<file path="src/rtl/mul_sched_pkg.sv">
// Shared types and width helpers for the multi-flux multiplier scheduler.
package mul_sched_pkg;

    typedef enum logic {
        IDLE = 1'b0,
        WORK = 1'b1
    } flux_state_e;

    typedef enum logic [1:0] {
        OP_NONE = 2'd0,
        OP_CFG  = 2'd1,
        OP_MUL  = 2'd2
    } op_e;

    // Remaining-products counter holds ext_size squared.
    function automatic int unsigned cnt_width(input int unsigned dw);
        return 2 * dw;
    endfunction

    function automatic int unsigned tag_width(input int unsigned n);
        return (n > 1) ? $clog2(n) : 1;
    endfunction

endpackage

</file>
<file path="src/rtl/mul_flux_scheduler_rr_arbiter.sv">
// Combinational round-robin arbiter: first request at or after ptr_i wins.
module rr_arbiter #(
    parameter int unsigned N  = 2,
    parameter int unsigned TW = 1
) (
    input  logic [N-1:0]  req_i,
    input  logic [TW-1:0] ptr_i,
    output logic [N-1:0]  gnt_o,
    output logic [TW-1:0] idx_o,
    output logic          valid_o
);

    always_comb begin
        int unsigned j;
        gnt_o   = '0;
        idx_o   = '0;
        valid_o = 1'b0;
        j       = 0;
        for (int unsigned k = 0; k < N; k++) begin
            j = (32'(ptr_i) + k) % N;
            if (!valid_o && req_i[TW'(j)]) begin
                valid_o         = 1'b1;
                gnt_o[TW'(j)]   = 1'b1;
                idx_o           = TW'(j);
            end
        end
    end

endmodule

</file>
<file path="src/rtl/mul_flux_scheduler.sv">
// Round-robin CFG/MUL scheduler across FLUX interleaved multiplier fluxes.
// Optional MUL_SCHED_STICKY_EN keeps priority on a flux for up to MAX_BURST MULs.
module mul_flux_scheduler
    import mul_sched_pkg::*;
#(
    parameter int unsigned FLUX           = 2,
    parameter int unsigned DATA_WIDTH_EXT = 7,
    parameter int unsigned TAG_WIDTH      = tag_width(FLUX),
    parameter int unsigned CNT_WIDTH      = cnt_width(DATA_WIDTH_EXT),
    parameter int unsigned MAX_BURST      = 4
) (
    input  logic                      clk,
    input  logic                      rst,
    input  logic [FLUX-1:0]           opa_empty,
    input  logic [FLUX-1:0]           opb_empty,
    input  logic [FLUX-1:0]           ext_empty,
    input  logic [FLUX-1:0]           prod_full,
    input  logic [DATA_WIDTH_EXT-1:0] ext_size,
    output logic [FLUX-1:0]           read_opa,
    output logic [FLUX-1:0]           read_opb,
    output logic [FLUX-1:0]           read_ext,
    output logic                      write_prod,
    output logic                      grant_valid,
    output logic [TAG_WIDTH-1:0]      grant_tag,
    output logic                      cfg_load,
    output logic                      mul_en,
    output logic                      block_last
);

    if (FLUX < 1 || MAX_BURST < 1) begin : g_param_check
        $error("mul_flux_scheduler: FLUX and MAX_BURST must be >= 1");
    end

    flux_state_e            state_q [FLUX];
    flux_state_e            state_d [FLUX];
    logic [CNT_WIDTH-1:0]   rem_q   [FLUX];
    logic [CNT_WIDTH-1:0]   rem_d   [FLUX];
    logic [TAG_WIDTH-1:0]   ptr_q, ptr_d;

    logic [FLUX-1:0]        req_c;
    logic [FLUX-1:0]        gnt_oh_c;
    logic [TAG_WIDTH-1:0]   gnt_idx_c;
    logic [TAG_WIDTH-1:0]   nxt_ptr_c;
    logic                   gnt_any_c;
    logic                   last_c;
    op_e                    op_c;

`ifdef MUL_SCHED_STICKY_EN
    localparam int unsigned BURST_W = $clog2(MAX_BURST + 1);
    logic [BURST_W-1:0]     burst_q, burst_d, burst_cnt_c;
`endif

    // IDLE fluxes want a coefficient/size pair; WORK fluxes want opA and product space.
    always_comb begin
        req_c = '0;
        for (int unsigned i = 0; i < FLUX; i++) begin
            if (state_q[i] == IDLE) begin
                req_c[i] = !opb_empty[i] && !ext_empty[i];
            end else begin
                req_c[i] = !opa_empty[i] && !prod_full[i];
            end
        end
    end

    rr_arbiter #(
        .N  (FLUX),
        .TW (TAG_WIDTH)
    ) u_arb (
        .req_i   (req_c),
        .ptr_i   (ptr_q),
        .gnt_o   (gnt_oh_c),
        .idx_o   (gnt_idx_c),
        .valid_o (gnt_any_c)
    );

    always_comb begin
        op_c      = OP_NONE;
        last_c    = 1'b0;
        nxt_ptr_c = (32'(gnt_idx_c) == FLUX - 1) ? '0 : gnt_idx_c + TAG_WIDTH'(1);
        if (gnt_any_c) begin
            op_c   = (state_q[gnt_idx_c] == IDLE) ? OP_CFG : OP_MUL;
            last_c = (op_c == OP_MUL) && (rem_q[gnt_idx_c] == CNT_WIDTH'(1));
        end
    end

    assign read_opb    = (op_c == OP_CFG) ? gnt_oh_c : '0;
    assign read_ext    = (op_c == OP_CFG) ? gnt_oh_c : '0;
    assign read_opa    = (op_c == OP_MUL) ? gnt_oh_c : '0;
    assign cfg_load    = (op_c == OP_CFG);
    assign mul_en      = (op_c == OP_MUL);
    assign write_prod  = (op_c == OP_MUL);
    assign grant_valid = gnt_any_c;
    assign grant_tag   = gnt_any_c ? gnt_idx_c : '0;
    assign block_last  = last_c;

    always_comb begin
        state_d = state_q;
        rem_d   = rem_q;
        ptr_d   = ptr_q;
        unique case (op_c)
            OP_CFG: begin
                rem_d[gnt_idx_c] = CNT_WIDTH'(ext_size) * CNT_WIDTH'(ext_size);
                if (ext_size != '0) begin
                    state_d[gnt_idx_c] = WORK;
                end
            end
            OP_MUL: begin
                rem_d[gnt_idx_c] = rem_q[gnt_idx_c] - CNT_WIDTH'(1);
                if (last_c) begin
                    state_d[gnt_idx_c] = IDLE;
                end
            end
            default: ;
        endcase
`ifdef MUL_SCHED_STICKY_EN
        // A nonzero burst count always belongs to the flux the pointer is parked on.
        burst_d     = burst_q;
        burst_cnt_c = '0;
        if (op_c == OP_MUL && !last_c) begin
            burst_cnt_c = ((gnt_idx_c == ptr_q) ? burst_q : '0) + BURST_W'(1);
            if (burst_cnt_c >= BURST_W'(MAX_BURST)) begin
                ptr_d   = nxt_ptr_c;
                burst_d = '0;
            end else begin
                ptr_d   = gnt_idx_c;
                burst_d = burst_cnt_c;
            end
        end else if (gnt_any_c) begin
            ptr_d   = nxt_ptr_c;
            burst_d = '0;
        end
`else
        if (gnt_any_c) begin
            ptr_d = nxt_ptr_c;
        end
`endif
    end

    always_ff @(posedge clk or negedge rst) begin
        if (!rst) begin
            for (int unsigned i = 0; i < FLUX; i++) begin
                state_q[i] <= IDLE;
                rem_q[i]   <= '0;
            end
            ptr_q <= '0;
`ifdef MUL_SCHED_STICKY_EN
            burst_q <= '0;
`endif
        end else begin
            state_q <= state_d;
            rem_q   <= rem_d;
            ptr_q   <= ptr_d;
`ifdef MUL_SCHED_STICKY_EN
            burst_q <= burst_d;
`endif
        end
    end

endmodule

</file>
<file path="config.mk">
export PLATFORM = sky130hd
export DESIGN_NAME = mul_flux_scheduler
export DESIGN_NICKNAME = d
export VERILOG_FILES = /design/src/rtl/mul_sched_pkg.sv /design/src/rtl/mul_flux_scheduler_rr_arbiter.sv /design/src/rtl/mul_flux_scheduler.sv
export SDC_FILE = /design/constraint.sdc
export NUM_CORES = 1
export LEC_CHECK = 0
export ABC_CLOCK_PERIOD_IN_PS = 3500
export CAP_MARGIN = 25
export CORE_MARGIN = 4
export CORE_UTILIZATION = 50
export DETAILED_ROUTE_END_ITERATION = 8
export PLACE_DENSITY = 0.71
export SLEW_MARGIN = 10
export SYNTH_ARGS = -nofsm -noshare
export SYNTH_HDL_FRONTEND = slang
export SYNTH_SLANG_ARGS = --single-unit
</file>
<file path="constraint.sdc">
create_clock -name clk -period 3.5 [get_ports clk]
set_input_delay 0.875 -clock clk [delete_from_list [all_inputs] [get_ports clk]]
set_output_delay 0.875 -clock clk [all_outputs]
set_load 0.05 [all_outputs]
</file>
# == Word-level counts from Yosys, hierarchy flattened ==
# Index checks and enable logic that the tools add are counted.
# totals
output_inout_bits,12
elab_cells,86
regBits,31
# classes
bitwise,5
n_reduce_logical,21
eq_ne,6
add_sub_neg,3
n_mul,1
n_lt_le_gt_ge,6
muxes,39
# op_table
op,count
$bwmux W28,2
$mux W14,4
$pmux W28 S2,1
$mux W1,19
$mux W2,8
$demux W14 S1,1
$eq A14 B1 Y1 const B,1
$mul A7 B7 Y14,1
$sub A14 B1 Y14 const B,1
$logic_and A1 B1 Y1,9
$logic_not A1 Y1,9
$reduce_bool A7 Y1,1
$eq A2 B2 Y1 const B,2
$lt A1 B2 Y1 const B,2
$ne A2 B1 Y1 const B,2
$or A2 B2 Y2,2
$pmux W2 S2,1
$demux W1 S1,3
$reduce_and A3 Y1,1
$add A1 B1 Y1 const B,2
$and A2 B2 Y2,1
$eq A2 B1 Y1 const B,1
$ge A1 B1 Y1 const B,2
$ge A2 B2 Y1 const B,1
4 further kinds,4

# == Longest topological paths before layout ==
# logic_depth
depth_word,19
ltp_mapped,18
mapped_depth_nobuf,17

# == By module ==
# From an unflattened synthesis, not the netlist that was laid out.
# hier_totals
cells_unflattened,400
area_unflattened_um2,3278.1
# modules_own_cells
module,area_per_inst_um2,seq_area_each_um2,instances,cells_per_inst
mul_flux_scheduler,3245.6,775.7,1,395
rr_arbiter,32.5,0.0,1,5

# == Least setup slack after synthesis ==
# Ideal clock, no wire load.
# synth_path
path_kind,input port to flip-flop
from,in ext_size[0]
to,reg rem_q[12] (netlist name)
stages,18
arrival_time_ns,4.727
required_time_ns,3.396
slack_ns,-1.331
path_cell_list,clkbuf_1 -> nand2_1 -> xor2_1 -> ha_1 -> inv_1 -> fa_1 -> inv_1 -> fa_1 -> inv_1 -> fa_1 -> inv_1 -> ha_1 -> nand3_1 -> a21oi_1 -> o311ai_0 -> a21oi_1 -> xnor2_1 -> a221oi_1
# synth_between
elab_chain_len,3
# synth_lines
item,line,rtl
from (decl),mul_flux_scheduler.sv:18,"input logic [DATA_WIDTH_EXT-1:0] ext_size,"
$mul A7 B7 Y14,mul_flux_scheduler.sv:102,rem_d[gnt_idx_c] = CNT_WIDTH'(ext_size) * CNT_WIDTH'(ext_size);
$bwmux W28,mul_flux_scheduler.sv:102,
$pmux W28 S2,mul_flux_scheduler.sv:100,unique case (op_c)
to (signal assigned),mul_flux_scheduler.sv:151,rem_q <= rem_d;
to (decl),mul_flux_scheduler.sv:36,logic [CNT_WIDTH-1:0] rem_q [FLUX];
# No other way between the ends.
# A chain may end at the register's enable or synchronous reset.

# == Worst setup path in the final report ==
# layout_path
from,in ext_size[6]
to,reg rem_q[11] (netlist name)
# The elaborated chain is that of the path after synthesis.

==> flow_results.xml <==
<?xml version="1.0" encoding="UTF-8"?>
<metrics>
  <group name="clocking">
    <metric name="ctsRootBufferMaster" unit="">clkbuf_8</metric>
    <metric name="clock_insertion_delay_worst_skew" unit="ps">290</metric>
    <metric name="cts_sinks" unit="">31</metric>
    <metric name="numCtsBuffers" unit="">5</metric>
    <metric name="clkTransAtPathRegs" unit="ps">70</metric>
    <metric name="clock_tree_from_tritoncts" unit="">built</metric>
    <metric name="cts-root-to-sink-buffers" unit="">2</metric>
    <metric name="cts-hold-fix-buffers" unit="">0</metric>
    <metric name="h-tree-depth" unit="">2</metric>
  </group>
  <group name="placed_design">
    <metric name="dp.final_hpwl" unit="mm">8.02</metric>
    <metric name="placed_cell_count" unit="">617</metric>
    <metric name="finalWeightedCongestion" unit="">1.00</metric>
    <metric name="port_buffers" unit="">28</metric>
  </group>
  <group name="min_path">
    <metric name="worstHoldEndpoint" unit="">rem_q[23]</metric>
    <metric name="hp-start" unit="">rem_q[23]</metric>
    <metric name="timing.hold.worst_path_depth" unit="">2</metric>
    <metric name="holdCritPathClass" unit="">reg -&gt; reg</metric>
  </group>
  <group name="sta">
    <metric name="fin_crit_sh" unit="%">124</metric>
    <metric name="finalSetupTns" unit="ps">-10520</metric>
    <metric name="fin_ws" unit="ps">-827</metric>
    <metric name="period_minus_slack" unit="ps">4330</metric>
    <metric name="timing.final.hold_violations" unit="">0</metric>
    <metric name="rsz0062_at_grt" unit="">true</metric>
    <metric name="fmax" unit="MHz">231</metric>
    <metric name="maxSlewViolCount" unit="">0</metric>
    <metric name="hold_ws" unit="ps">547</metric>
    <metric name="setup-violations-final" unit="">18</metric>
    <metric name="max-slew-margin-rel" unit="%">63.2</metric>
    <metric name="clock-skew-final" unit="ps">6.46</metric>
    <metric name="tightest_slew" unit="ps">551</metric>
  </group>
  <group name="power_and_ir_drop">
    <metric name="power.static_leakage" unit="uW">0.00236</metric>
    <metric name="irDropWorstVdd" unit="V">0.000336</metric>
    <metric name="p_per_cell_area" unit="nW/um^2">688</metric>
  </group>
  <group name="finish">
    <metric name="insertedDiodeCount" unit="">0</metric>
    <metric name="fillCellCount" unit="">427</metric>
    <metric name="seq_area" unit="um^2">776</metric>
    <metric name="utilization" unit="%">77.9</metric>
    <metric name="most-common-layout-cells" unit="">90 x buf_4, 41 x nand2_1, 34 x nor2_1, 31 x dfrtp_1, 21 x inv_1</metric>
    <metric name="final_nets" unit="">603</metric>
    <metric name="drive_gt1_share" unit="%">40.7</metric>
    <metric name="syn2layout_area_growth" unit="%">49.9</metric>
    <metric name="combined_area_of_the_multi_input_logic_cells" unit="um^2">3020</metric>
    <metric name="finish.cell_count_without_fillers" unit="">642</metric>
    <metric name="final_common_cell" unit="">buf_4</metric>
  </group>
  <group name="floorplan">
    <metric name="start_util" unit="%">52.0</metric>
    <metric name="core_area" unit="um^2">6870</metric>
    <metric name="rows" unit="">30</metric>
    <metric name="die-width" unit="um">92.5</metric>
    <metric name="design.portCount" unit="">29</metric>
    <metric name="design.die.area" unit="um^2">8560</metric>
    <metric name="die_y" unit="um">92.5</metric>
  </group>
  <group name="synth">
    <metric name="synthesis.nets" unit="">486</metric>
    <metric name="mappedNetlistArea" unit="um^2">3570</metric>
    <metric name="syn_avg_cell_area" unit="um^2">8.34</metric>
    <metric name="post_synth_inst_count" unit="">428</metric>
    <metric name="synth.ff_latch_count" unit="">31</metric>
    <metric name="synth-main-ff-cell" unit="">dfrtp_1</metric>
    <metric name="ys_async_sr_fraction" unit="%">100</metric>
    <metric name="synth.lib_cells_used.distinct" unit="">69</metric>
    <metric name="synth_enable_flop_cells" unit="">0</metric>
    <metric name="ys_warn_count" unit="">0</metric>
    <metric name="ys_seq_area_share" unit="%">21.7</metric>
  </group>
  <group name="setup_path">
    <metric name="cp-start-kind" unit="">input pin</metric>
    <metric name="reg2reg_slack" unit="ps">310</metric>
    <metric name="timing_worst_setup_path_type" unit="">in -&gt; reg</metric>
    <metric name="timing.critical_path.arrival" unit="ps">4480</metric>
    <metric name="critical_path.reg2reg.endpoint" unit="">rem_q[24]</metric>
    <metric name="crit_path_end_kind" unit="">register</metric>
    <metric name="worst_setup_path_startpoint" unit="">ext_size[6]</metric>
    <metric name="critical_path_required" unit="ps">3650</metric>
    <metric name="rr_worst_depth" unit="">13</metric>
    <metric name="worst-path-max-fanout" unit="">4</metric>
  </group>
  <group name="global_routing">
    <metric name="grt_use_total" unit="%">26.8</metric>
    <metric name="grt_first_pass_wirelength" unit="mm">18.3</metric>
    <metric name="grt_overflow" unit="">0</metric>
    <metric name="antenna_violations_before_repair" unit="">0</metric>
    <metric name="grt_start_max_net_pins" unit="">32</metric>
    <metric name="grt_pass1_vias" unit="">3838</metric>
  </group>
  <group name="run_status">
    <metric name="failed_checks" unit="">negative setup slack</metric>
    <metric name="run_status" unit="">finished with violations</metric>
  </group>
  <group name="drt">
    <metric name="drc" unit="">0</metric>
    <metric name="vias_per_cell" unit="">5.81</metric>
    <metric name="final_antenna_net_count" unit="">0</metric>
    <metric name="route.final.wire_length" unit="mm">11.5</metric>
    <metric name="dr.pass1.iters" unit="">5</metric>
    <metric name="num_vias" unit="">3730</metric>
    <metric name="initial_detailed_routing_violation_count" unit="">314</metric>
    <metric name="routed_wire_length_per_instance" unit="um">17.9</metric>
  </group>
  <group name="flow_run">
    <metric name="max_cap_viol_count" unit="">0</metric>
  </group>
</metrics>
==> flip-flops by register name, indices dropped and copies added, names as in the netlist, named ones only <==
register  cells
ptr_q         1
rem_q        28
==> layer usage <==
layer  GRT usage, %  vias to the layer above  part of all wire (%)
met5              0                        -                     0
met4           12.5                        0                   4.7
met3           3.74                       44                   5.2
met2           46.9                      168                    51
met1           32.3                     1771                    39
li1               -                     1747                     -
==> synthesized netlist by cell type (all sizes together), types with 2 or more instances <==
library cell	n	area (um^2)
nand2	49	196
fa	13	260
xnor2	18	158
o31ai	4	30.0
o41ai	2	25.0
or4	6	56.3
ha	28	350
o21ai	25	125
nor4	10	81.3
and3	3	18.8
nor2	37	146
or3	4	25.0
clkbuf	7	26.3
nand4	2	18.8
o22ai	6	37.5
a31oi	6	37.5
o21a	3	22.5
inv	34	135
xor2	8	70.1
or2	4	25.0
mux2i	17	186
o221a	2	22.5
mux2	3	33.8
or3b	3	26.3
buf	11	88.8
nor2b	3	18.8
o211ai	5	37.5
o311ai	2	17.5
a21oi	19	95.1
and2	13	81.3
nand3	16	85.1
dfrtp	31	776
nand2b	2	12.5
a22o	2	17.5
nor3	12	60.1
a221oi	3	26.3
==> through the flow <==
step	worst slack (ps)	instance area, um^2	power [uW]
6_report	-827	5350	3680
5_1_grt	-898	5350	3920
4_1_cts	-730	5140	3370
3_5_place_dp	-1600	4700	2880
3_3_place_gp	-1460	4700	2820
2_1_floorplan	-823	3760	2180
==> timing repair <==
item / in CTS / in global routing
buffers inserted: 16 / 4
resized for setup: 100 / 48
pin swaps: 50 / 45
endpoints found under the setup margin: 27 / 25
==> layout make-up <==
type                       count  share of cell area, %
multi-input combinational    345                   56.4
timing repair buffer         128                   22.5
sequential                    31                   14.5
inverter                      34                   2.85
tap                           96                   2.24
clock buffer                   7                   1.43
clock inverter                 1                 0.0935
==> worst max path at each step <==
| stage | end | slack, ps | cells after the start |
|---|---|---|---|
| floorplan | rem_q[13] | -820 | 18 |
| global placement | rem_q[12] | -1460 | 18 |
| detailed placement | rem_q[27] | -1600 | 17 |
| CTS | rem_q[27] | -730 | 18 |
| global route | rem_q[11] | -900 | 19 |
| finish | rem_q[11] | -830 | 18 |
==> worst max-delay path, stage by stage <==
cell,delay [ps]
buf_8,90
nand2_4,50
xor2_2,190
ha_4,280
inv_2,40
fa_1,500
inv_1,50
fa_1,480
inv_1,50
fa_1,480
inv_2,40
ha_4,230
o211ai_1,200
nand2_1,140
a31oi_4,230
nor2_1,100
xnor2_1,270
a31oi_1,160
==> cell families (layout without fill, tap and decap cells) <==
family | count (synthesis) | in the layout | share of synthesized area (%)
simple gates | 168 | 168 | 25.2
compound gates | 90 | 90 | 16.4
buf+inv | 52 | 170 | 7.01
fa+ha+maj | 41 | 41 | 17.1
flops | 31 | 31 | 21.7
xor+xnor | 26 | 26 | 6.38
mux | 20 | 20 | 6.17
==> power breakdown <==
group / switching, uW / internal [uW]
registers: 288 / 532
logic: 1330 / 1240
clock network: 149 / 140
No activity file was read; power rests on OpenSTA's default activity.
